`config.mk`:
```
export PLATFORM = sky130hd
export DESIGN_NAME = sram_access_arbiter_flat
export DESIGN_NICKNAME = d
export VERILOG_FILES = /design/src/rtl/sram_access_arbiter_pkg.sv /design/src/rtl/sram_access_arbiter_if.sv /design/src/rtl/sram_access_arbiter_rr.sv /design/src/rtl/sram_access_arbiter.sv /design/src/flat_wrapper.sv
export SDC_FILE = /design/constraint.sdc
export NUM_CORES = 1
export LEC_CHECK = 0
export CAP_MARGIN = 20
export CORE_AREA = 8 8 98 100
export DETAILED_ROUTE_END_ITERATION = 7
export DIE_AREA = 0 0 106 108
export DONT_BUFFER_PORTS = 1
export SLEW_MARGIN = 30
export SYNTH_ARGS = -nofsm -noshare
export SYNTH_HDL_FRONTEND = slang
export SYNTH_SLANG_ARGS = --single-unit
export TNS_END_PERCENT = 50
```
`constraint.sdc`:
```
create_clock -name clk -period 2.1 [get_ports clk]
set_input_delay 0.105 -clock clk [delete_from_list [all_inputs] [get_ports clk]]
set_output_delay 0.105 -clock clk [all_outputs]
set_load 0.005 [all_outputs]
```
`src/rtl/sram_access_arbiter_pkg.sv`:
```
// sram_access_arbiter_pkg: shared state encoding and port indices for the SRAM access arbiter.
package sram_access_arbiter_pkg;
    typedef enum logic [1:0] {
        IDLE  = 2'd0,
        BUSY0 = 2'd1,
        BUSY1 = 2'd2,
        GAP   = 2'd3
    } state_t;

    localparam logic PORT0 = 1'b0;
    localparam logic PORT1 = 1'b1;

    function automatic state_t busy_of(input logic port);
        return (port == PORT1) ? BUSY1 : BUSY0;
    endfunction
endpackage

```
`src/rtl/sram_access_arbiter_if.sv`:
```
// sram_access_arbiter_if: requester ports (MEM stage, fetch) and SRAM controller side of the arbiter.
interface sram_access_arbiter_if #(
    parameter int ADDR_W = 32,
    parameter int DATA_W = 32
);
    logic              p0_wr_en;
    logic              p0_rd_en;
    logic [ADDR_W-1:0] p0_address;
    logic [DATA_W-1:0] p0_write_data;
    logic [DATA_W-1:0] p0_read_data;
    logic              p0_ready;
    logic              p1_rd_en;
    logic [ADDR_W-1:0] p1_address;
    logic [DATA_W-1:0] p1_read_data;
    logic              p1_ready;
    logic              ctrl_wr_en;
    logic              ctrl_rd_en;
    logic [ADDR_W-1:0] ctrl_address;
    logic [DATA_W-1:0] ctrl_write_data;
    logic [DATA_W-1:0] ctrl_read_data;
    logic              ctrl_ready;

    modport slave (
        input  p0_wr_en, p0_rd_en, p0_address, p0_write_data, p1_rd_en, p1_address,
               ctrl_read_data, ctrl_ready,
        output p0_read_data, p0_ready, p1_read_data, p1_ready,
               ctrl_wr_en, ctrl_rd_en, ctrl_address, ctrl_write_data
    );

    modport master (
        output p0_wr_en, p0_rd_en, p0_address, p0_write_data, p1_rd_en, p1_address,
               ctrl_read_data, ctrl_ready,
        input  p0_read_data, p0_ready, p1_read_data, p1_ready,
               ctrl_wr_en, ctrl_rd_en, ctrl_address, ctrl_write_data
    );
endinterface

```
`src/rtl/sram_access_arbiter_rr.sv`:
```
// rr_arbiter_2: combinational two-way grant, round-robin on last_grant or fixed priority to port 0.
module rr_arbiter_2
    import sram_access_arbiter_pkg::*;
#(
    parameter bit RR_EN = 1'b1
) (
    input  logic req0,
    input  logic req1,
    input  logic last_grant,
    output logic gnt_valid,
    output logic gnt
);
    always_comb begin
        gnt_valid = req0 | req1;
        gnt       = (req0 & req1) ? (RR_EN ? ~last_grant : PORT0) : (req1 ? PORT1 : PORT0);
    end
endmodule

```
`src/rtl/sram_access_arbiter.sv`:
```
// sram_access_arbiter: shares one SRAM controller between the MEM stage (port 0) and fetch (port 1),
// one access at a time with a one-cycle gap so the controller returns idle between commands.
module sram_access_arbiter
    import sram_access_arbiter_pkg::*;
#(
    parameter int ADDR_W = 32,
    parameter int DATA_W = 32,
    parameter bit RR_EN  = 1'b1
) (
    input logic                   clk,
    input logic                   rst,
    sram_access_arbiter_if.slave  bus
);
    state_t            state;
    logic              first_cycle;
    logic              last_grant;
    logic              cmd_wr;
    logic              cmd_rd;
    logic [ADDR_W-1:0] lat_addr;
    logic [DATA_W-1:0] lat_wdata;
    logic              req0;
    logic              req1;
    logic              gnt_valid;
    logic              gnt;
    logic              done;

    assign req0 = bus.p0_wr_en | bus.p0_rd_en;
    assign req1 = bus.p1_rd_en;

    rr_arbiter_2 #(.RR_EN(RR_EN)) u_arb (
        .req0       (req0),
        .req1       (req1),
        .last_grant (last_grant),
        .gnt_valid  (gnt_valid),
        .gnt        (gnt)
    );

    // The controller's ready in the first BUSY cycle still reflects its previous idle state.
    assign done = (state == BUSY0 || state == BUSY1) & bus.ctrl_ready & ~first_cycle;

    always_ff @(posedge clk or posedge rst) begin
        if (rst) begin
            state       <= IDLE;
            first_cycle <= 1'b0;
            last_grant  <= PORT1;
            cmd_wr      <= 1'b0;
            cmd_rd      <= 1'b0;
            lat_addr    <= '0;
            lat_wdata   <= '0;
        end else begin
            case (state)
                IDLE: if (gnt_valid) begin
                    state       <= busy_of(gnt);
                    first_cycle <= 1'b1;
                    last_grant  <= gnt;
                    cmd_wr      <= (gnt == PORT0) & bus.p0_wr_en;
                    cmd_rd      <= (gnt == PORT1) | ~bus.p0_wr_en;
                    lat_addr    <= (gnt == PORT0) ? bus.p0_address : bus.p1_address;
                    if (gnt == PORT0) lat_wdata <= bus.p0_write_data;
                end
                BUSY0, BUSY1: begin
                    first_cycle <= 1'b0;
                    if (done) begin
                        state  <= GAP;
                        cmd_wr <= 1'b0;
                        cmd_rd <= 1'b0;
                    end
                end
                default: state <= IDLE;
            endcase
        end
    end

    assign bus.ctrl_wr_en      = cmd_wr;
    assign bus.ctrl_rd_en      = cmd_rd;
    assign bus.ctrl_address    = lat_addr;
    assign bus.ctrl_write_data = lat_wdata;
    assign bus.p0_ready        = ~req0 | (state == BUSY0 & done);
    assign bus.p1_ready        = ~req1 | (state == BUSY1 & done);
    assign bus.p0_read_data    = bus.ctrl_read_data;
    assign bus.p1_read_data    = bus.ctrl_read_data;
endmodule

```
`src/flat_wrapper.sv`:
```
// flat-port wrapper written by rule: the top's interface ports become plain ports
module sram_access_arbiter_flat import sram_access_arbiter_pkg::*;
#(
    parameter int ADDR_W = 32,
    parameter int DATA_W = 32,
    parameter bit RR_EN  = 1'b1
)
  (clk, rst, bus_p0_wr_en, bus_p0_rd_en, bus_p0_address, bus_p0_write_data, bus_p1_rd_en, bus_p1_address, bus_ctrl_read_data, bus_ctrl_ready, bus_p0_read_data, bus_p0_ready, bus_p1_read_data, bus_p1_ready, bus_ctrl_wr_en, bus_ctrl_rd_en, bus_ctrl_address, bus_ctrl_write_data);
  sram_access_arbiter_if #(.ADDR_W(ADDR_W), .DATA_W(DATA_W)) bus_i ();
  input logic clk;
  input logic rst;
  input wire logic [$bits(bus_i.p0_wr_en)-1:0] bus_p0_wr_en;
  input wire logic [$bits(bus_i.p0_rd_en)-1:0] bus_p0_rd_en;
  input wire logic [$bits(bus_i.p0_address)-1:0] bus_p0_address;
  input wire logic [$bits(bus_i.p0_write_data)-1:0] bus_p0_write_data;
  input wire logic [$bits(bus_i.p1_rd_en)-1:0] bus_p1_rd_en;
  input wire logic [$bits(bus_i.p1_address)-1:0] bus_p1_address;
  input wire logic [$bits(bus_i.ctrl_read_data)-1:0] bus_ctrl_read_data;
  input wire logic [$bits(bus_i.ctrl_ready)-1:0] bus_ctrl_ready;
  output wire logic [$bits(bus_i.p0_read_data)-1:0] bus_p0_read_data;
  output wire logic [$bits(bus_i.p0_ready)-1:0] bus_p0_ready;
  output wire logic [$bits(bus_i.p1_read_data)-1:0] bus_p1_read_data;
  output wire logic [$bits(bus_i.p1_ready)-1:0] bus_p1_ready;
  output wire logic [$bits(bus_i.ctrl_wr_en)-1:0] bus_ctrl_wr_en;
  output wire logic [$bits(bus_i.ctrl_rd_en)-1:0] bus_ctrl_rd_en;
  output wire logic [$bits(bus_i.ctrl_address)-1:0] bus_ctrl_address;
  output wire logic [$bits(bus_i.ctrl_write_data)-1:0] bus_ctrl_write_data;
  assign bus_i.p0_wr_en = bus_p0_wr_en;
  assign bus_i.p0_rd_en = bus_p0_rd_en;
  assign bus_i.p0_address = bus_p0_address;
  assign bus_i.p0_write_data = bus_p0_write_data;
  assign bus_i.p1_rd_en = bus_p1_rd_en;
  assign bus_i.p1_address = bus_p1_address;
  assign bus_i.ctrl_read_data = bus_ctrl_read_data;
  assign bus_i.ctrl_ready = bus_ctrl_ready;
  assign bus_p0_read_data = bus_i.p0_read_data;
  assign bus_p0_ready = bus_i.p0_ready;
  assign bus_p1_read_data = bus_i.p1_read_data;
  assign bus_p1_ready = bus_i.p1_ready;
  assign bus_ctrl_wr_en = bus_i.ctrl_wr_en;
  assign bus_ctrl_rd_en = bus_i.ctrl_rd_en;
  assign bus_ctrl_address = bus_i.ctrl_address;
  assign bus_ctrl_write_data = bus_i.ctrl_write_data;
  sram_access_arbiter #(.ADDR_W(ADDR_W), .DATA_W(DATA_W), .RR_EN(RR_EN)) u_core (.clk(clk), .rst(rst), .bus(bus_i));
endmodule
```
==> results of run 1 <==
## state kept, by name, indices dropped and copies added, names as in the netlist
signal                      count
u_core.bus.ctrl_rd_en           1
u_core.state                    2
u_core.first_cycle              1
u_core.bus.ctrl_write_data     32
u_core.bus.ctrl_address        32
u_core.last_grant               1
u_core.bus.ctrl_wr_en           1
## final cells by class
cell class	count	area (um2)	area share (%)
clock inverters	6	134	2.92
inverters	10	37.5	0.820
diodes	1	2.50	0.0547
repair buffers	107	1120	24.4
well taps	105	131	2.87
multi-input cells	187	1270	27.8
clock buffers	10	128	2.79
flip-flops and latches	70	1750	38.3
## worst max-delay path, stage by stage (launching register included)
cell and delay (ns):
dfrtp_1 0.41, inv_1 0.11, ha_2 0.23, o31a_4 0.21, buf_6 0.19, nor2_1 0.06, a31oi_1 0.14, dlygate4sd3_1 0.57
## layout by cell type, fill, tap and decap left out, types with 2 or more instances in the layout
cell,Yosys,routed
buf_4,69,2
inv_1,10,9
buf_12,0,4
nor2_1,32,32
dlygate4sd3_1,0,98
o21ai_0,31,31
nand3_1,33,33
a31oi_1,32,32
o21ai_1,3,3
clkbuf_8,0,9
bufinv_16,0,4
mux2_1,31,31
dfrtp_1,69,69
ha_1,4,3
mux2_2,2,2
## routing by layer
| metal | part of all wire, % | up-vias | GRT usage (%) | wire, um |
|---|---|---|---|---|
| li1 | - | 1236 | - | - |
| met1 | 39 | 1285 | 20.0 | 4040 |
| met2 | 45 | 200 | 26.6 | 4610 |
| met3 | 15 | 19 | 11.2 | 1510 |
| met4 | 1.5 | 0 | 7.44 | 153 |
| met5 | 0 | - | 0 | 0 |
## per-stage QoR
| step | util (%) | cells | hold WS, ns |
|---|---|---|---|
| after floorplan | - | 355 | 0.237 |
| after global placement | 40.7 | 379 | 0.0873 |
| after detailed placement | 40.7 | 379 | 0.0983 |
| after CTS | 56.2 | 494 | 0.00497 |
| after global routing | 56.8 | 495 | 0.00793 |
| final | 56.9 | 496 | 0.0200 |
## timing repair
action / in CTS / in global routing
hold buffers: 99 / 0
gates resized for setup: 0 / 5
hold endpoints to repair: 92 / 0
endpoints found under the setup margin: 0 / 20
## final timing paths
kind	from	to	slack [ns]	depth (start not counted)
hold / removal	bus_p0_rd_en	u_core.first_cycle$_DFFE_PP0P_	0.02	2
min in group asynchronous	rst	u_core.bus.ctrl_address[3]$_DFFE_PP0P_	0.28	2
setup / recovery	u_core.state[0]$_DFFE_PP0P_	u_core.bus.ctrl_address[4]$_DFFE_PP0P_	0.11	7
setup reg to reg	u_core.state[0]$_DFFE_PP0P_	u_core.bus.ctrl_address[4]$_DFFE_PP0P_	0.11	7
hold reg to reg	u_core.first_cycle$_DFFE_PP0P_	u_core.first_cycle$_DFFE_PP0P_	0.50	1
max in group asynchronous	rst	u_core.last_grant$_DFFE_PP1P_	1.12	3
## cells by family after synthesis
kind of cell | Yosys count | synth area share, %
AOI/OAI and AO/OA | 80 | 13.4
buffers and inverters | 98 | 18.0
adders and majority gates | 4 | 1.37
muxes | 34 | 10.4
DFF | 70 | 47.9
and+or+nand+nor | 69 | 8.95
## power by group through the flow
| stage | combinational, W | sequential [W] | clock [W] |
|---|---|---|---|
| 2_1_floorplan | 0.00162 | 0.00247 | 0 |
| 3_3_place_gp | 0.00177 | 0.00269 | 0 |
| 3_5_place_dp | 0.00182 | 0.00269 | 0 |
| 4_1_cts | 0.00237 | 0.00267 | 0.00145 |
| 5_1_grt | 0.00279 | 0.00278 | 0.00151 |
| 6_report | 0.00252 | 0.00267 | 0.00142 |
==> impl_results.md, run 1 <==
* Status: complete, no violations
* Crit path kind: reg2reg
* Pint at between 0.004 and 0.005 W
* Sequential Power Share at 40.4%
* Initial core utilization at 45.5%
* Post-CTS setup repair buffer count at 0
* Share of cells above drive strength 1 at under 10%
* Hold Crit Class: in2reg
* Post-Syn Area at about 3700 um2
* Clk sink count at 70
* Most used DFF post-synth: dfrtp_1
* DP Wirelength at 6.32 mm
* Total power at 0.00661 W
* Tot GR Track Use at approximately 18%
* Setup tns final at 0 ns
* Clock power share at about a fifth
* # setup viols final at 0
* Root Buffer Master: clkbuf_8
* Worst-Skew Late Latency at 0.34 ns
* Commonest cells post-synth: buf_4 (69), dfrtp_1 (69), nand3_1 (33)
* Syn Inst Count at between 300 and 400
* Routability congestion estimate at approximately 0.76
* Worst path required time at approximately 2.4 ns
* I/O pin cnt at ~270
* Wire length of the first global-routing pass at 15.9 mm
* Switching fraction of total power at roughly 34%
* Share of the synthesized area in the top cell type at a little under half
* Critical Path Start Type: register
* Pleak at roughly 1.9 nW
* Period utilization at roughly 95%
* Worst vdd ir at slightly above 0.7 mV
* Pre-CTS setup slack at approximately 0.45 ns
* Final layout net count at 523
* Post-synth cell types at 35
* Crit. End Element: register
* Area contributors post-synth: dfrtp_1 (47%), buf_4 (14%), mux2_1 (9.5%), a31oi_1 (5.5%), nand3_1 (4.5%)
* Relative slew slack at between 50% and 60%
* WL final at roughly 10 mm
* Final Max Tran Viols at 0
* Final Cell Area at 4580 um2
* Comb power frac at roughly two fifths
* Area Overhead vs Synth at 25.1%
* Count of final hold-check violations at 0
* Worst endpoint data arrival time at roughly 2.3 ns
* CTS Buffer Depth at 2
* IO Port Bufs at 0
* Vias at ~2700
* Max-cap viol count at 0
* ANT nets after route at 0
* Gr ovfl total at 0
* Initial antenna violation count at 0
* Minimum clock period at 1.99 ns
* Post-synth EDFFs at 0
* Synth warn at 0
* Asr flop ratio synth at 100%
* Die Ht at approximately 110 um
* Seq/Total Area, Yosys at between 40% and 50%
* Cts bufs inserted at 9
* Power Dens Cells at approximately 1400 nW/um2
* Final setup skew at about 0.0097 ns
* CTS tree: done
* Syn_area_per_cell at approximately 10 um2
* Avg WL per Cell at 20.8 um
* Final WS setup at approximately 0.11 ns
* Worst-Margin Slew at 0.622 ns
* Area leader, netlist: dfrtp_1
* Syn Nets at between 400 and 500
* 1st-iter DRT viols at between 100 and 150
* FP Rows at 33
* Vias in the first global route at between 2000 and 3000
* Core Footprint at 8050 um2
* Fillers at around 660
* CTS clk-pin slew, worst paths at approximately 0.080 ns
* Vias per Instance at 5.52
* Placed cell area at about 3300 um2
* H-tree levels at 3
* Drc violations at 0
* Pin count of the biggest net entering global routing at 48
* Synth Register Bits at 70
* Max FO, Critical Path at 19
* Area of the die at between 10000 and 15000 um2
* Iteration count of the initial detailed-routing pass at 4
* Unrepaired setup endpoints after global routing: no
* Die width at approximately 110 um
* Switching pwr at ~0.0023 W
* Achievable frequency at slightly above 0.5 GHz
(Power assumes the default switching activity.)
==> inputs of run 2 (changes only) <==
--- a/config.mk
+++ b/config.mk
@@ -6,10 +6,11 @@
 export NUM_CORES = 1
 export LEC_CHECK = 0
 export CAP_MARGIN = 20
-export CORE_AREA = 8 8 98 100
+export CORE_MARGIN = 8
+export CORE_UTILIZATION = 25
 export DETAILED_ROUTE_END_ITERATION = 7
-export DIE_AREA = 0 0 106 108
 export DONT_BUFFER_PORTS = 1
+export RECOVER_POWER = 50
 export SLEW_MARGIN = 30
 export SYNTH_ARGS = -nofsm -noshare
 export SYNTH_HDL_FRONTEND = slang
==> run 2 against run 1 <==
Final cell count increased by 15%. Non-clock buffer count down 1. Die area rose by 64%. Critical path type is now reg2out. Critical endpoint is now bus_p0_ready.
==> impl_results.md, run 2 (synthesis gave the netlist of run 1 again) <==
* Status: complete, no violations
* Worst endpoint data arrival time at ~1.7 ns
* Power Dens Cells at 1300 nW/um2
* Pleak at 1.87 nW
* Non-Filler Instances at about 570
* Placed cell area at ~3400 um2
* Reg2reg end: u_core.bus.ctrl_write_data[15]$_DFFE_PP0P_
* Die width at roughly 140 um
* Critical Path Start Type: register
* Fillers at about 1400
* Worst path max stage delay at approximately 0.38 ns
* Pint at roughly 0.0039 W
* Relative slew slack at approximately 3.7%
* FP Rows at 44
* Initial antenna violation count at 0
* Vias in the first global route at roughly 2900
* Crit. End Element: primary output
* Setup tns final at 0 ns
* Initial core utilization at roughly 25%
* Vias at around 2800
* H-tree levels at 3
* Die Ht at between 100 and 150 um
* Worst reg2reg setup slack at between 0.3 and 0.4 ns
* Worst-Margin Slew at about 1.4 ns
* Sequential Power Share at 43.6%
* # setup viols final at 0
* CTS-repair resized insts at 0
* Crit path kind: reg2out
* Tot GR Track Use at approximately 12%
* # diodes at 0
* Pin count of the biggest net entering global routing at between 40 and 50
* RR Startpoint: u_core.state[0]$_DFFE_PP0P_
* Vias per Instance at slightly below 5
* Routability congestion estimate at about 0.69
* CP Buf/Inv Count at 2
* Avg WL per Cell at 21.2 um
* Max FO, Critical Path at 6
* Post-Route Utilization at between 30% and 40%
* Final Cell Area at ~4700 um2
* Area of the die at roughly 19000 um2
* CP startpoint: u_core.state[0]$_DFFE_PP0P_
* DP Wirelength at 8.50 mm
* Commonest non-fill, non-tap cells in the layout: dlygate4sd3_1 (98), dfrtp_1 (69), nand3_1 (33)
* Switching fraction of total power at ~36%
* Root Buffer Master: clkbuf_16
* Iteration count of the initial detailed-routing pass at 5
* 1st-iter DRT viols at around 140
* Pre-CTS setup slack at 0.305 ns
* Wire length of the first global-routing pass at roughly 17 mm
* Logic depth of the worst path, buffers included at 4
* CTS clk-pin slew, worst paths at ~0.050 ns
* Switching pwr at 0.00221 W
* Final layout net count at approximately 520
* Post-placement cell count at about 460
* Minimum clock period at 1.77 ns
* Worst path required time at 2.00 ns
* Critical path capture point: bus_p0_ready
* Final WS setup at between 0.3 and 0.4 ns
* Critical Path Most Common Cell: inv_1
* Achievable frequency at roughly 0.56 GHz
* Worst-Skew Late Latency at 0.33 ns
* I/O pin cnt at ~270
* Hold Crit Class: in2reg
* CTS tree: done
* Final setup skew at 0.00612 ns
* IO Port Bufs at 0
* Core Footprint at 14400 um2
* ANT nets after route at 0
* Drc violations at 0
* Clock power share at 23.0%
* Period utilization at between 80 and 90%
* Count of final hold-check violations at 0
* Final Max Tran Viols at 0
* Reg2reg path depth at 5
* Max-cap viol count at 0
* Cts bufs inserted at 9
* Share of cells above drive strength 1 at slightly above 8%
* Worst vdd ir at 0.401 mV
* Most common cell after layout, fill and taps aside: dlygate4sd3_1
* Gr ovfl total at 0
* Comb power frac at between 30% and 40%
* CTS Buffer Depth at 2
* CP delay by family, top: flip-flops
* Highest-delay cell along the critical path: dfrtp_1
* Clk sink count at 70
* WL final at around 12 mm
* Area Overhead vs Synth at 27.9%
* Cells along the critical path: inv_1 > ha_1 > inv_1 > o32ai_1
* Unrepaired setup endpoints after global routing: no
## run 2: changes by cell type in the layout (fill, tap and decap cells not counted), sizes merged
cell      previous run  this run
clkinvlp             0         2
clkbuf              11        12
bufinv               4         0
clkinv               2         1
diode                1         0
## run 2: cell type report
type | instances | area, um2 | area share [%]
Sequential cell | 70 | 1750 | 37.4
Multi-Input combinational cell | 187 | 1270 | 27.1
Clock inverter | 3 | 20.0 | 0.427
Clock buffer | 12 | 256 | 5.48
Tap cell | 184 | 230 | 4.92
Inverter | 10 | 37.5 | 0.801
Timing Repair Buffer | 106 | 1120 | 23.9
## run 2: power groups by stage
stage               Clock [W]  Combinational (W)  Sequential (W)
floorplan                   0            0.00162         0.00247
global placement            0            0.00169         0.00268
detailed placement          0            0.00180         0.00271
CTS                   0.00147            0.00196         0.00269
global route          0.00153            0.00227         0.00278
finish                0.00141            0.00204         0.00266
## run 2: worst min-delay path by stage
| stage | cells after the start | to | slack, ns | from |
|---|---|---|---|---|
| CTS | 2 | u_core.first_cycle$_DFFE_PP0P_ | 0.02 | bus_p0_rd_en |
| global route | 2 | u_core.first_cycle$_DFFE_PP0P_ | 0.04 | bus_p0_rd_en |
| floorplan | 1 | u_core.bus.ctrl_write_data[0]$_DFFE_PP0P_ | 0.24 | bus_p0_write_data[0] |
| global placement | 1 | u_core.bus.ctrl_write_data[17]$_DFFE_PP0P_ | 0.08 | rst |
| finish | 2 | u_core.first_cycle$_DFFE_PP0P_ | 0.05 | bus_p0_rd_en |
| detailed placement | 1 | u_core.bus.ctrl_write_data[17]$_DFFE_PP0P_ | 0.1 | rst |
## run 2: stage by stage
| stage | hold WS (ns) | total power, W |
|---|---|---|
| after global placement | 0.0799 | 0.00437 |
| final | 0.0452 | 0.00610 |
| after global routing | 0.0392 | 0.00658 |
| after floorplan | 0.237 | 0.00409 |
| after detailed placement | 0.0997 | 0.00451 |
| after CTS | 0.0235 | 0.00612 |
## run 2: routing by layer
| metal | GRT usage, % | share of wire [%] |
|---|---|---|
| met3 | 6.75 | 15 |
| met4 | 6.88 | 3.3 |
| met2 | 21.0 | 49 |
| met5 | 0 | 0 |
| met1 | 11.5 | 33 |
## run 2: repair_timing
item                                   in CTS  in global routing
setup endpoints to repair                   0                  0
buffers inserted                            0                  0
endpoints found under the hold margin     100                  0
hold buffers                               99                  0
==> inputs of run 3 (changes only) <==
==> constraint.sdc (replaced) <==
create_clock -name clk -period 1.86 [get_ports clk]
set_input_delay 0.093 -clock clk [delete_from_list [all_inputs] [get_ports clk]]
set_output_delay 0.093 -clock clk [all_outputs]
set_load 0.005 [all_outputs]
==> run 3 against run 2 <==
Sequential power grew 13%. Critical path type is now reg2reg. Critical endpoint is now u_core.bus.ctrl_address[2]$_DFFE_PP0P_. Critical path depth unchanged. Largest cell class unchanged. Power increased by 14%. Worst hold slack worse by 0.022 ns. Highest routed layer unchanged.
==> impl_results.md, run 3 (synthesis gave the netlist of run 1 again) <==
* Achievable frequency at around 0.56 GHz
* Iteration count of the initial detailed-routing pass at 5
* Gr ovfl total at 0
* FP Rows at 44
* Die width at approximately 140 um
* Die Ht at approximately 140 um
* I/O pin cnt at around 270
* Pleak at approximately 1.9 nW
* ANT nets after route at 0
* Status: complete, no violations
* Initial antenna violation count at 0
* Comb power frac at 32.9%
* Routability congestion estimate at 0.689
* Count of final hold-check violations at 0
* Unrepaired setup endpoints after global routing: no
* Cts bufs inserted at 9
* Hold Crit Endpoint: u_core.bus.ctrl_rd_en$_DFFE_PP0P_
* Initial core utilization at approximately a quarter
* Worst path required time at between 2 and 2.5 ns
* Commonest non-fill, non-tap cells in the layout: dlygate4sd3_1 (98), dfrtp_1 (69), nand3_1 (33)
* Pin count of the biggest net entering global routing at 42
* Vias at 2800
* Relative slew slack at approximately a third
* # diodes at 0
* Final setup skew at around 0.0062 ns
* Placed cell area at 3390 um2
* Pint at approximately 0.0044 W
* Area of the die at ~19000 um2
* RR Startpoint: u_core.last_grant$_DFFE_PP1P_
* Reg2reg path depth at 4
* Worst vdd ir at ~0.44 mV
* # setup viols final at 0
* DP Wirelength at approximately 8.5 mm
* Area Overhead vs Synth at 27.6%
* Worst-Margin Slew at 1.02 ns
* Post-CTS setup repair buffer count at 0
* Clk sink count at 70
* Power Dens Cells at approximately 1500 nW/um2
* Crit path kind: reg2reg
* CTS tree: done
* Vias in the first global route at about 3000
* Worst path max stage delay at 0.57 ns
* Min-delay src: bus_p0_wr_en
* CTS clk-pin slew, worst paths at approximately 0.060 ns
* Avg WL per Cell at 21.3 um
* Worst endpoint data arrival time at 1.99 ns
* Min-Delay Path Depth at 2
* Critical Path Start Type: register
* Crit. End Element: register
* CTS Buffer Depth at 2
* Max-cap viol count at 0
* Worst-Skew Late Latency at ~0.34 ns
* Minimum clock period at 1.79 ns
* Setup tns final at 0 ns
* CP delay by family, top: flip-flops
* Switching fraction of total power at roughly 36%
* Cells along the critical path: o21ai_4 > nand3_1 > dlygate4sd3_1 > a31oi_1
* Most common cell after layout, fill and taps aside: dlygate4sd3_1
* Core Footprint at ~14000 um2
* Share of cells above drive strength 1 at under 10%
* Max FO, Critical Path at 32
* Wire length of the first global-routing pass at ~18 mm
* Reg2reg end: u_core.bus.ctrl_address[2]$_DFFE_PP0P_
* Sequential Power Share at 43.1%
* Worst reg2reg setup slack at just over 0.07 ns
* Clock power share at approximately a quarter
* Final Cell Area at roughly 4700 um2
* H-tree levels at 3
* WL final at ~12 mm
* Root Buffer Master: clkbuf_16
* Final layout net count at 522
* Switching pwr at roughly 0.0025 W
* Hold Crit Class: in2reg
* 1st-iter DRT viols at roughly 130
* Highest-delay cell along the critical path: dfstp_2
* Logic depth of the worst path, buffers included at 4
* Tot GR Track Use at 12.5%
* Hold_ws at approximately 0.023 ns
* Vias per Instance at ~4.9
* CP Buf/Inv Count at 1
* Final Max Tran Viols at 0
* IO Port Bufs at 0
* Period utilization at ~96%
* Drc violations at 0
run 3: worst reg2reg max path: stages, from the launching register on:
cell and delay [ns]:
dfstp_2 0.57, o21ai_4 0.26, nand3_1 0.19, dlygate4sd3_1 0.56, a31oi_1 0.08
run 3: timing repair:
| action | 4_1_cts | 5_1_grt |
|---|---|---|
| endpoints found under the setup margin | 0 | 1 |
| endpoints found under the hold margin | 110 | 0 |
| hold buffers | 99 | 0 |
| resized for setup | 0 | 2 |
run 3: power by group through the flow:
stage	Clock [W]	Combinational, W	Sequential, W
after CTS	0.00175	0.00228	0.00302
after floorplan	0	0.00183	0.00279
after global placement	0	0.00199	0.00301
after detailed placement	0	0.00211	0.00304
after global routing	0.00183	0.00258	0.00313
final	0.00167	0.00229	0.00300
run 3: cell type report:
cell class | instances | area, um2
inverter | 10 | 38.8
timing repair buffer | 106 | 1090
sequential | 70 | 1750
clock buffer | 11 | 233
clock inverter | 5 | 50.0
tap | 184 | 230
multi-input combinational | 187 | 1280
fill | 1405 | 9750
run 3: worst max-delay path by stage:
stage                                        from                                endpoint  slack [ns]
detailed placement    u_core.state[0]$_DFFE_PP0P_       u_core.bus.ctrl_rd_en$_DFFE_PP0P_        0.17
global placement      u_core.state[0]$_DFFE_PP0P_       u_core.bus.ctrl_rd_en$_DFFE_PP0P_        0.24
floorplan                                     rst  u_core.bus.ctrl_address[0]$_DFFE_PP0P_      0.0004
global route        u_core.last_grant$_DFFE_PP1P_  u_core.bus.ctrl_address[2]$_DFFE_PP0P_      0.0001
finish              u_core.last_grant$_DFFE_PP1P_  u_core.bus.ctrl_address[2]$_DFFE_PP0P_        0.07
CTS                   u_core.state[1]$_DFFE_PP0P_                            bus_p0_ready        0.08
run 3: stage by stage:
step	power, W	setup slack (ns)	utilization [%]	cells
2_1_floorplan	0.00462	0.000441	-	355
3_3_place_gp	0.00501	0.236	23.5	458
3_5_place_dp	0.00515	0.171	23.5	458
4_1_cts	0.00705	0.0780	32.4	573
5_1_grt	0.00753	0.000133	32.4	573
6_report	0.00696	0.0718	32.4	573
run 3: per-layer routing:
| layer | global-route usage [%] | vias to the layer above | wire (um) |
|---|---|---|---|
| li1 | - | 1240 | - |
| met1 | 11.9 | 1288 | 3910 |
| met2 | 22.1 | 250 | 6360 |
| met3 | 7.34 | 22 | 1730 |
| met4 | 3.92 | 0 | 189 |
| met5 | 0 | - | 0 |
